==> src/rtl/spike_enc_pkg.sv <==
// rtl/spike_enc_pkg.sv - shared state type, LFSR constants and default sizes for the spike rate encoder
package spike_enc_pkg;

  typedef enum logic [0:0] {
    IDLE   = 1'b0,
    ENCODE = 1'b1
  } enc_state_t;

  localparam int DEF_NUM_CH   = 8;
  localparam int DEF_SAMPLE_W = 8;
  localparam int DEF_WINDOW   = 16;

  // Fibonacci taps 16,14,13,11 expressed as a mask over bits [15:0]
  localparam logic [15:0] LFSR_SEED = 16'hACE1;
  localparam logic [15:0] LFSR_TAPS = 16'hB400;

  // Rotate the LFSR state right by sh bits and keep the low byte
  function automatic logic [7:0] rot_slice(input logic [15:0] v, input int unsigned sh);
    logic [31:0] d;
    d = {v, v} >> (sh % 16);
    return d[7:0];
  endfunction

endpackage

==> src/rtl/spike_lfsr16.sv <==
// rtl/spike_lfsr16.sv - 16-bit Fibonacci LFSR random source for Poisson-mode encoding
module spike_lfsr16
  import spike_enc_pkg::*;
(
  input  logic        clk,
  input  logic        rst,
  input  logic        en,
  output logic [15:0] value
);

  // Shift left and feed the XOR of the tapped bits into bit 0 on every enabled cycle
  always_ff @(posedge clk or posedge rst) begin
    if (rst) begin
      value <= LFSR_SEED;
    end else if (en) begin
      value <= {value[14:0], ^(value & LFSR_TAPS)};
    end
  end

endmodule

==> src/rtl/spike_rate_encoder.sv <==
// rtl/spike_rate_encoder.sv - rate-codes sample frames into spike trains; SPIKE_ENC_POISSON_EN selects Poisson mode
module spike_rate_encoder
  import spike_enc_pkg::*;
#(
  parameter int NUM_CH   = DEF_NUM_CH,
  parameter int SAMPLE_W = DEF_SAMPLE_W,
  parameter int WINDOW   = DEF_WINDOW
) (
  input  logic                         clk,
  input  logic                         rst,
  input  logic                         s_valid,
  output logic                         s_ready,
  input  logic [NUM_CH*SAMPLE_W-1:0]   s_data,
  output logic [NUM_CH-1:0]            enc_spikes,
  output logic [NUM_CH*SAMPLE_W-1:0]   enc_current,
  output logic                         enc_valid,
  output logic                         done,
  output logic [15:0]                  frame_cnt,
  output logic [15:0]                  window_spikes
);

  localparam int          FW       = NUM_CH * SAMPLE_W;
  localparam logic [7:0]  LAST_IDX = 8'(WINDOW - 1);

  enc_state_t          state;
  logic [FW-1:0]       active_data;
  logic [FW-1:0]       pending_data;
  logic                pending_valid;
  logic [7:0]          win_cnt;
  logic [15:0]         spike_cnt;

  logic                last;
  logic                accept;
  logic                load_new;
  logic                enc_next;
  logic [FW-1:0]       cur_frame;
  logic [7:0]          win_next;
  logic [NUM_CH-1:0]   spk_next;
  logic [FW-1:0]       cur_next;
  logic [16:0]         cnt_sum;
  logic [15:0]         cnt_sat;

  // Frame slots: s_ready drops while the pending slot is occupied and during reset
  assign s_ready  = !pending_valid && !rst;
  assign accept   = s_valid && s_ready;
  assign last     = (state == ENCODE) && (win_cnt == LAST_IDX);
  // A frame becomes active from IDLE, or at a window end from pending or a same-edge offer
  assign load_new = ((state == IDLE) && accept) || (last && (pending_valid || accept));
  assign enc_next = load_new || ((state == ENCODE) && !last);
  assign cur_frame = load_new ? (pending_valid ? pending_data : s_data) : active_data;
  assign win_next  = load_new ? 8'd0 : win_cnt + 8'd1;

`ifdef SPIKE_ENC_POISSON_EN
  logic [15:0] lfsr_value;

  spike_lfsr16 u_lfsr (
    .clk   (clk),
    .rst   (rst),
    .en    (enc_next),
    .value (lfsr_value)
  );

  // Each channel spikes when its sample beats its own rotated slice of the LFSR
  always_comb begin
    logic [SAMPLE_W-1:0] smp;
    logic [7:0]          rnd;
    smp      = '0;
    rnd      = '0;
    spk_next = '0;
    cur_next = '0;
    for (int i = 0; i < NUM_CH; i++) begin
      smp = cur_frame[i*SAMPLE_W +: SAMPLE_W];
      rnd = rot_slice(lfsr_value, i);
      spk_next[i] = {8'd0, smp} > {{SAMPLE_W{1'b0}}, rnd};
      cur_next[i*SAMPLE_W +: SAMPLE_W] = spk_next[i] ? smp : '0;
    end
  end
`else
  logic [FW-1:0] acc;
  logic [FW-1:0] acc_next;

  // Per-channel phase accumulator; the carry out of the add is the spike
  always_comb begin
    logic [SAMPLE_W-1:0] smp;
    logic [SAMPLE_W-1:0] base;
    logic [SAMPLE_W:0]   sum;
    smp      = '0;
    base     = '0;
    sum      = '0;
    spk_next = '0;
    cur_next = '0;
    acc_next = '0;
    for (int i = 0; i < NUM_CH; i++) begin
      smp  = cur_frame[i*SAMPLE_W +: SAMPLE_W];
      base = load_new ? '0 : acc[i*SAMPLE_W +: SAMPLE_W];
      sum  = {1'b0, base} + {1'b0, smp};
      acc_next[i*SAMPLE_W +: SAMPLE_W] = sum[SAMPLE_W-1:0];
      spk_next[i] = sum[SAMPLE_W];
      cur_next[i*SAMPLE_W +: SAMPLE_W] = sum[SAMPLE_W] ? smp : '0;
    end
  end

  // Accumulator state advances with every encode cycle and restarts on each new frame
  always_ff @(posedge clk or posedge rst) begin
    if (rst) begin
      acc <= '0;
    end else if (enc_next) begin
      acc <= acc_next;
    end
  end
`endif

  // Encoder FSM with registered spike, current, valid and done outputs
  always_ff @(posedge clk or posedge rst) begin
    if (rst) begin
      state         <= IDLE;
      active_data   <= '0;
      pending_data  <= '0;
      pending_valid <= 1'b0;
      win_cnt       <= '0;
      enc_spikes    <= '0;
      enc_current   <= '0;
      enc_valid     <= 1'b0;
      done          <= 1'b0;
    end else begin
      state     <= enc_next ? ENCODE : IDLE;
      enc_valid <= enc_next;
      if (enc_next) begin
        active_data <= cur_frame;
        win_cnt     <= win_next;
        enc_spikes  <= spk_next;
        enc_current <= cur_next;
        done        <= (win_next == LAST_IDX);
      end else begin
        win_cnt     <= '0;
        enc_spikes  <= '0;
        enc_current <= '0;
        done        <= 1'b0;
      end
      if (last && pending_valid) begin
        pending_valid <= 1'b0;
      end else if ((state == ENCODE) && !last && accept) begin
        pending_data  <= s_data;
        pending_valid <= 1'b1;
      end
    end
  end

  assign cnt_sum = {1'b0, spike_cnt} + 17'($countones(enc_spikes));
  assign cnt_sat = cnt_sum[16] ? 16'hFFFF : cnt_sum[15:0];

  // Window statistics: saturating spike total published and frame counted at each window end
  always_ff @(posedge clk or posedge rst) begin
    if (rst) begin
      spike_cnt     <= '0;
      window_spikes <= '0;
      frame_cnt     <= '0;
    end else if (done) begin
      window_spikes <= cnt_sat;
      spike_cnt     <= '0;
      frame_cnt     <= frame_cnt + 16'd1;
    end else if (enc_valid) begin
      spike_cnt <= cnt_sat;
    end
  end

endmodule

==> config.mk <==
export PLATFORM = sky130hd
export DESIGN_NAME = spike_rate_encoder
export DESIGN_NICKNAME = d
export VERILOG_FILES = /design/src/rtl/spike_enc_pkg.sv /design/src/rtl/spike_lfsr16.sv /design/src/rtl/spike_rate_encoder.sv
export SDC_FILE = /design/constraint.sdc
export NUM_CORES = 1
export LEC_CHECK = 0
export CORE_MARGIN = 3
export CORE_UTILIZATION = 52
export CTS_CLUSTER_DIAMETER = 80
export DETAILED_ROUTE_END_ITERATION = 10
export GPL_TIMING_DRIVEN = 0
export PLACE_DENSITY = 0.76
export SLEW_MARGIN = 10
export SYNTH_ARGS = -nofsm -noshare
export SYNTH_HDL_FRONTEND = slang
export SYNTH_SLANG_ARGS = --single-unit
==> constraint.sdc <==
create_clock -name clk -period 10.4 [get_ports clk]
set_input_delay 2.08 -clock clk [delete_from_list [all_inputs] [get_ports clk]]
set_output_delay 2.08 -clock clk [all_outputs]
set_load 0.01 [all_outputs]
==> flow_summary.toml, run 1 <==
[critical_path]
rr_worst_depth = 13
crit_type = "input port to register"
critPathMaxFanout = 10
worstPathArrival_ns = 6.66
reg2reg_to = "enc_current[18]"
reg2reg_from = "win_cnt[5]"
cp.required_ns = 10.72
crit_path_start = "rst"
worstSetupEndpointType = "register"
crit_end = "enc_current[18]"
crit_path_start_kind = "input port"
r2r_slack_ns = 5.39

[yosys]
syn_area_um2 = 16280
synth_cells = 1545
synth.top_cell.area_share_pct = 49.66
synthDistinctLibCells = 57
avgSynthCellArea_um2 = 10.54
synth-async-reset-ratio_pct = 100.0
yosysMostFrequentCell = "dfrtp_1"
yosysSeqAreaShare_pct = 49.66
synth_common_cells = "323 x dfrtp_1, 232 x o21ai_0, 101 x nand2_1"
ys_ff_latch = 323
synth_edf_count = 0
synth_top_area_cell = "dfrtp_1"
synthFlopType = "dfrtp_1"
syn_nets = 1697
synth_warnings = 0
ys_top_cells_by_area = "dfrtp_1 50%, o21ai_0 7.1%, ha_1 5.5%"

[placement]
gp_congestion = 0.8744
place_ws_ns = 3.659
hpwl_um = 28360
port_buffers = 173
dp_cells = 2123

[pwr]
ir_worst_vdd_mv = 0.1863
total_power_uw = 7196
power_density_nw_per_um2 = 362.6
cellLeakagePower_uw = 0.008913

[die]
start_util_pct = 52.93
die_h_um = 182.9
fp.dieW_um = 182.9
coreArea_um2 = 30750
io_pins = 174
die-area_um2 = 33460
placementRows = 64

[sta]
rsz0062_at_grt = "false"
fin_setup_tns_ns = 0
worstMarginPinSlew_ns = 1.241
period_share_pct = 60.91
relSlewSlack_pct = 15.96
hold_violations = 0
slew_viol_final = 0
setup_violations = 0
fin_crit_ns = 6.335
skew_ns = 0.01962
worst_slack_ns = 4.065
fmax_mhz = 157.9

[clock_network]
post-cts-setup-buffer-count = 0
clk_pin_slew_ns = 0.06
cts_buffers = 36
clkLatencyLatePin_ns = 0.51
cts_max_path_buffers = 3
postCtsHoldBufs = 0
cts_root_buffer = "clkbuf_16"
numClockSinks = 323
htree_levels = 2
tritoncts = "done"
cts-resized-gates = 0

[drt]
routed_wl_um = 39630
ant_nets = 0
vias_per_cell = 5.637
wl_per_cell_um = 18.12
drc = 0
drt_first_pass_iters = 5
num_vias = 12330
drt_iter0_markers = 636

[layout]
drive_gt1_share_pct = 9.888
nFillCells = 2485
instances_no_fill = 2187
finish.utilization_pct = 64.53
final_nets = 1917
syn_to_final_growth_pct = 21.92

[status]
status = "finished clean"

[grt]
grt_pass1_wl_um = 64780
antenna_found_initial = 2
track_usage_pct = 23.68
grt_pass1_vias = 12530
grt_max_degree = 40
grt-ovfl-total = 0

[job]
cap_violations = 0

[hold_path]
worstHoldPathType = "register to register"
## layout by cell type, fill, tap and decap left out, drive strengths merged, types with 7 or more instances in the layout
cell,count
a21oi,66
o21bai,9
nand4,10
fa,13
o21ai,244
inv,40
o211ai,10
xnor2,42
nand2,101
ha,72
or2,7
and2,70
mux2,69
a21o,15
clkdlybuf4s50,173
clkbuf,106
nor2,77
nor2b,62
buf,34
xor2,30
mux2i,66
nor3,11
and4,10
nand3,15
dfrtp,323
a31oi,19
a211oi,18
## cell type report
class	count	area, um2	share of cell area [%]
flip-flops and latches	323	8083	40.73
inverters	41	157.7	0.7945
clock inverters	10	87.58	0.4414
diodes	1	2.502	0.01261
well taps	396	495.5	2.497
clock buffers	53	1066	5.372
repair buffers	182	1912	9.634
plain buffers	78	367.9	1.854
multi-input cells	1103	7672	38.66
## metrics by stage
stage,hold slack (ns),area (um2)
2_1_floorplan,0.4304,16280
3_3_place_gp,0.4422,18510
3_5_place_dp,0.4475,18690
4_1_cts,0.4610,19840
5_1_grt,0.4877,19840
6_report,0.4569,19840
## power by group
group	internal [uW]	leakage (uW)	switching, uW
logic	1760	0.00432	2180
clock network	735	0.000553	502
registers	1810	0.00404	216
## per-layer routing
layer	vias to the layer above	global-route usage (%)	wire length, um
met2	310	39.21	18640
met1	6103	33.18	18290
li1	5863	-	-
met4	2	5.850	763
met3	50	3.590	1927
met5	-	0	13
## worst max-delay path, stage by stage
cell and delay (ns):
clkdlybuf4s50_1 0.50, nor2_1 0.26, a22oi_1 0.19, clkbuf_1 0.42
clkbuf_1 0.30, o21ai_0 0.25, o21ai_0 0.23, ha_1 0.31
fa_1 0.44, a211o_1 0.31, nand2_1 0.10, a21oi_1 0.07
o311ai_1 1.00, nor2b_1 0.19
## sequential cells by signal (all words and copies together) (netlist names), 8 cells and up
signal,flops
active_data,64
frame_cnt,16
pending_data,64
enc_current,64
window_spikes,16
spike_cnt,16
acc,64
win_cnt,8
enc_spikes,8
## kinds of logic after synthesis
family	Yosys count	share of synthesized area, %
buffers and inverters	119	3.205
AOI/OAI and AO/OA	423	15.06
xor gates and xnor gates	72	3.874
muxes	135	8.832
adders and majority gates	85	7.134
DFF	323	49.66
and+or+nand+nor	388	12.24
## how the worst min path moves through the flow
stage | from | endpoint | slack [ns] | cells after the start
final | acc[8] | acc[8] | 0.46 | 2
after global routing | acc[16] | acc[16] | 0.49 | 2
after CTS | acc[41] | acc[41] | 0.46 | 2
after detailed placement | acc[49] | acc[49] | 0.45 | 2
after global placement | acc[16] | acc[16] | 0.44 | 2
after floorplan | acc[0] | acc[0] | 0.43 | 2
No activity file was read; power rests on OpenSTA's default activity.
==> run 2, diff against run 1 <==
- CORE_UTILIZATION: 52 -> 55
- PLACE_DENSITY: 0.76 -> 0.77
- clock period: 10.4 -> 6.6 ns (I/O delays scaled with it)
==> run 2 against run 1 <==
Compared with the run above:
- worst hold slack improved by 0.0026 ns
- sequential cell count unchanged
- critical path depth unchanged
- largest cell class unchanged
- largest power group unchanged
- sequential share of layout area decreased by 0.44 points
- highest routed layer is now met4
- global-route usage increased by 1.4 points
- critical endpoint is now enc_spikes[4]
- critical path type unchanged
==> flow_summary.toml, run 2 (synthesis results as in run 1) <==
[layout]
final_cell_mix = "323 x dfrtp_1, 232 x o21ai_0, 173 x clkdlybuf4s50_1"
nFillCells = 2132
register_area_um2 = 8083
diodes = 0
final_cell_area_um2 = 20060
mostFrequentLayoutCell = "dfrtp_1"
syn_to_final_growth_pct = 23.24
multi_input_area_um2 = 7702
drive_gt1_share_pct = 10.55
final_nets = 1918

[placement]
gp_congestion = 0.9178
place_area_um2 = 18700
port_buffers = 173
hpwl_um = 28420

[drt]
drt_first_pass_iters = 5
routed_wl_um = 39670
ant_nets = 0
wl_per_cell_um = 18.24
num_vias = 12380
drc = 0
drt_iter0_markers = 830
vias_per_cell = 5.691

[die]
coreArea_um2 = 28940
fp.dieW_um = 178.0
start_util_pct = 56.25
io_pins = 174
die_h_um = 178.0
placementRows = 62
die-area_um2 = 31690

[sta]
rsz0062_at_grt = "false"
period_share_pct = 85.28
relSlewSlack_pct = 11.59
worstMarginPinSlew_ns = 1.305
slew_viol_final = 0
setup_violations = 0
fin_crit_ns = 5.628
hold_violations = 0
fmax_mhz = 177.7
skew_ns = 0.01736
hold-worst-slack_ns = 0.4595

[hold_path]
min_path_cells = 2
holdPathEnd = "acc[24]"
hp-start = "acc[24]"
worstHoldPathType = "register to register"

[job]
cap_violations = 0

[critical_path]
critPathMaxFanout = 10
rr_worst_depth = 14
worstPathArrival_ns = 5.92
reg2reg_from = "win_cnt[0]"
worstSetupEndpointType = "register"
r2r_slack_ns = 1.46
cp.required_ns = 6.89
crit_path_start_kind = "input port"
reg2reg_to = "enc_spikes[4]"
crit_type = "input port to register"

[grt]
use_met1_pct = 33.86
antenna_found_initial = 0
grtUsageMet2_pct = 42.55
grt_pass1_vias = 12630
grt_pass1_wl_um = 64010
globalRoute.busiestLayer = "met2"
grt_max_degree = 40
use_met3_pct = 3.959
grt-ovfl-total = 0
track_usage_pct = 25.08

[clock_network]
numClockSinks = 323
clkLatencyLatePin_ns = 0.52
tritoncts = "done"
cts_buffers = 36
postCtsHoldBufs = 0
cts_max_path_buffers = 3
htree_levels = 2
clk_pin_slew_ns = 0.06
cts_root_buffer = "clkbuf_16"
post-cts-setup-buffer-count = 0
cts-resized-gates = 0

[status]
status = "finished clean"

[pwr]
power_density_nw_per_um2 = 581.2
cellLeakagePower_uw = 0.009030
total_power_uw = 11660
ir_worst_vdd_mv = 0.2750
==> run 2: power breakdown <==
part / switching (uW) / leakage, uW / internal [uW]
sequential: 343 / 0.00404 / 2850
clock: 809 / 0.000653 / 1420
combinational: 3460 / 0.00434 / 2780
total: 4610 / 0.00903 / 7040
==> run 2: routing by layer <==
metal / vias up / routed length (um)
li1: 5857 / -
met1: 6129 / 17550
met2: 331 / 19070
met3: 62 / 2289
met4: 0 / 755
met5: - / 0
==> run 2: final cells by class <==
| cell class | count | share of cell area (%) |
|---|---|---|
| Buffer | 78 | 1.834 |
| Inverter | 41 | 0.7859 |
| Clock inverter | 18 | 1.509 |
| Tap cell | 384 | 2.395 |
| Multi-Input combinational cell | 1103 | 38.40 |
| Clock buffer | 45 | 5.115 |
| Sequential cell | 323 | 40.29 |
| Timing Repair Buffer | 183 | 9.668 |
==> run 2: worst max-delay path, cell delays in order <==
cell,delay [ns]
clkdlybuf4s50_1,0.48
nor2_1,0.26
a22oi_1,0.17
clkbuf_1,0.40
clkbuf_1,0.31
o21ai_0,0.23
o21ai_0,0.20
ha_1,0.29
fa_1,0.43
a211o_1,0.30
nand2_1,0.10
a21oi_1,0.08
o311ai_1,1.05
inv_1,0.29
==> run 2: worst max-delay path by stage <==
stage	start	to	slack (ns)	cells after the start
detailed placement	rst	enc_spikes[4]	0.58	14
floorplan	rst	acc[0]	0.97	1
global route	rst	enc_current[8]	0.80	14
CTS	rst	enc_spikes[4]	1.11	14
finish	rst	enc_spikes[4]	0.97	14
global placement	rst	enc_current[16]	-1.17	2
==> run 2: stage by stage <==
step / instances / utilization, % / setup slack (ns) / setup TNS [ns]
finish: 2175 / 69.32 / 0.9718 / 0
global route: 2175 / 69.32 / 0.8045 / 0
CTS: 2175 / 69.22 / 1.108 / 0
detailed placement: 2112 / 64.63 / 0.5840 / 0
global placement: 2102 / 63.91 / -1.174 / -373.72
floorplan: 1545 / - / 0.9712 / 0
==> run 3, diff against run 2 <==
- CELL_PAD_IN_SITES_DETAIL_PLACEMENT: not set -> 2
- CELL_PAD_IN_SITES_GLOBAL_PLACEMENT: not set -> 2
- CORE_UTILIZATION: 55 -> 37
- PLACE_DENSITY: 0.77 -> 0.79
- SYNTH_HIERARCHICAL: not set -> 1
==> run 3 against run 2 <==
Compared with the run above:
- combinational power grew 7.1%
- cell count up 9.7%
- die area grew 47%
- maximum frequency shrank 0.71%
- clock-buffer cell count is 9 higher
- via count up 3.4%
- global-route usage down 2.1 points
- utilization is 22 points lower
- total power increased by 4.6%
- critical path depth unchanged
- largest power group unchanged
- first-iteration DRC count shrank 34%
- highest routed layer is now met5
==> flow_summary.toml, run 3 <==
[yosys]
yosysMostFrequentCell = "dfrtp_1"
synth.top_cell.area_share_pct = 49.66
synth_warnings = 6
ys_ff_latch = 323
yosysSeqAreaShare_pct = 49.66
synthFlopType = "dfrtp_1"
avgSynthCellArea_um2 = 10.54
syn_area_um2 = 16280
synth_cells = 1545
synth_top_area_cell = "dfrtp_1"
synth_common_cells = "323 x dfrtp_1, 232 x o21ai_0, 101 x nand2_1"
synth-async-reset-ratio_pct = 100.0
synthDistinctLibCells = 57
ys_top_cells_by_area = "dfrtp_1 50%, o21ai_0 7.1%, ha_1 5.5%"
synth_edf_count = 0
syn_nets = 1697

[drt]
drt_iter0_markers = 545
vias_per_cell = 5.367
drt_first_pass_iters = 4
wl_met3_um = 1582
ant_nets = 0
wl_per_cell_um = 22.18
drc = 0
met2_length_um = 26870
top_layer = "met5"
num_vias = 12800
routed_wl_um = 52890
wl_met1_um = 23250

[grt]
track_usage_pct = 23.01
grt_pass1_vias = 14820
grt_pass1_wl_um = 85240
grt-ovfl-total = 0
antenna_found_initial = 2
grt_max_degree = 39

[sta]
worstMarginPinSlew_ns = 1.020
relSlewSlack_pct = 31.41
skew_ns = 0.02669
worst_slack_ns = 0.9314
hold_violations = 0
fmax_mhz = 176.4
slew_viol_final = 0
period_share_pct = 85.89
rsz0062_at_grt = "false"
setup_violations = 0
fin_setup_tns_ns = 0
fin_crit_ns = 5.669

[pwr]
ir_worst_vdd_mv = 0.2470
p_comb_share_pct = 54.8
power_density_nw_per_um2 = 599.5
power.switching_uw = 5141
p_int_uw = 7048
swShare_pct = 42.18
total_power_uw = 12190
p_clk_share_pct = 18.7
cellLeakagePower_uw = 0.009026
seqPwrFrac_pct = 26.5

[die]
io_pins = 174
start_util_pct = 37.62
die-area_um2 = 46540
coreArea_um2 = 43270
placementRows = 76
die_h_um = 215.7
fp.dieW_um = 215.7

[placement]
place_ws_ns = 0.1066
gp_congestion = 0.8100
port_buffers = 173
place_area_um2 = 18950
hpwl_um = 37950

[status]
status = "finished clean"

[clock_network]
htree_levels = 2
clkLatencyLatePin_ns = 0.56
postCtsHoldBufs = 0
cts_root_buffer = "clkbuf_16"
numClockSinks = 323
cts-resized-gates = 0
cts_buffers = 39
tritoncts = "done"
cts_max_path_buffers = 3
clk_pin_slew_ns = 0.06
post-cts-setup-buffer-count = 0

[hold_path]
worstHoldPathType = "register to register"
hp-start = "acc[1]"

[layout]
final_nets = 1920
drive_gt1_share_pct = 10.79
multi_input_area_um2 = 7715
final_cell_mix = "323 x dfrtp_1, 232 x o21ai_0, 173 x clkdlybuf4s50_1"
final_cell_area_um2 = 20330
register_area_um2 = 8083
mostFrequentLayoutCell = "dfrtp_1"
nFillCells = 4462
syn_to_final_growth_pct = 24.91

[critical_path]
reg2reg_from = "win_cnt[0]"
cp.required_ns = 7.04
worstPathArrival_ns = 6.11
crit_type = "input port to register"
crit_path_start = "rst"
critPathMaxFanout = 10
worstSetupEndpointType = "register"
crit_path_start_kind = "input port"

[job]
cap_violations = 0
[run 3: cell families (layout without fill, tap and decap cells)]
kind of cell	count (synthesis)	in the layout	synth area share [%]
other	0	2	0
AOI/OAI and AO/OA	423	423	15.06
and+or+nand+nor	388	388	12.24
DFF	323	323	49.66
adders and majority gates	85	85	7.134
muxes	135	135	8.832
buffers and inverters	119	372	3.205
xor gates and xnor gates	72	72	3.874
[run 3: through the flow]
step / cells / utilization [%] / hold slack [ns]
2_1_floorplan: 1545 / - / 0.4304
3_3_place_gp: 2303 / 43.32 / 0.4434
5_1_grt: 2384 / 46.99 / 0.4891
3_5_place_dp: 2312 / 43.79 / 0.4541
6_report: 2385 / 46.99 / 0.4631
4_1_cts: 2383 / 46.93 / 0.4677
[run 3: power groups by stage]
| stage | clock network, uW | logic (uW) | registers, uW |
|---|---|---|---|
| floorplan | 0 | 4550 | 3180 |
| global placement | 0 | 6100 | 3190 |
| detailed placement | 0 | 6590 | 3250 |
| CTS | 2340 | 6740 | 3230 |
| global route | 2420 | 7510 | 3320 |
| finish | 2280 | 6680 | 3230 |
[run 3: critical path, stage by stage]
cell             delay (ns)
clkdlybuf4s50_1        0.49
nor2_1                 0.32
a22oi_1                0.22
clkbuf_1               0.45
clkbuf_1               0.35
o21ai_0                0.35
o21ai_2                0.13
ha_1                   0.27
fa_1                   0.42
a21oi_1                0.22
o211ai_1               0.18
and4_1                 0.24
o31ai_1                0.84
and2b_1                0.29
[run 3: path summary, 6_finish.rpt]
| kind | end | slack (ns) | cells past startpoint |
|---|---|---|---|
| setup reg to reg | enc_current[3] | 1.56 | 14 |
| setup / recovery | enc_current[3] | 0.93 | 14 |
| hold reg to reg | acc[1] | 0.46 | 2 |
| max in group asynchronous | pending_data[27] | 3.86 | 6 |
| hold / removal | acc[1] | 0.46 | 2 |
| min in group asynchronous | frame_cnt[1] | 1.33 | 2 |
[run 3: layout make-up]
class / count / share of cell area, %
Multi-Input combinational cell: 1103 / 37.94
Sequential cell: 323 / 39.75
Clock inverter: 17 / 1.009
Timing Repair Buffer: 182 / 9.403
Clock buffer: 54 / 5.680
Inverter: 41 / 0.7754
Buffer: 78 / 1.809
Antenna cell: 2 / 0.02462
Tap cell: 585 / 3.600
[run 3: per-layer routing]
metal,vias to the layer above,track usage (%)
li1,5878,-
met2,199,41.34
met3,79,2.830
met1,6642,29.25
met5,-,0
met4,2,6.367
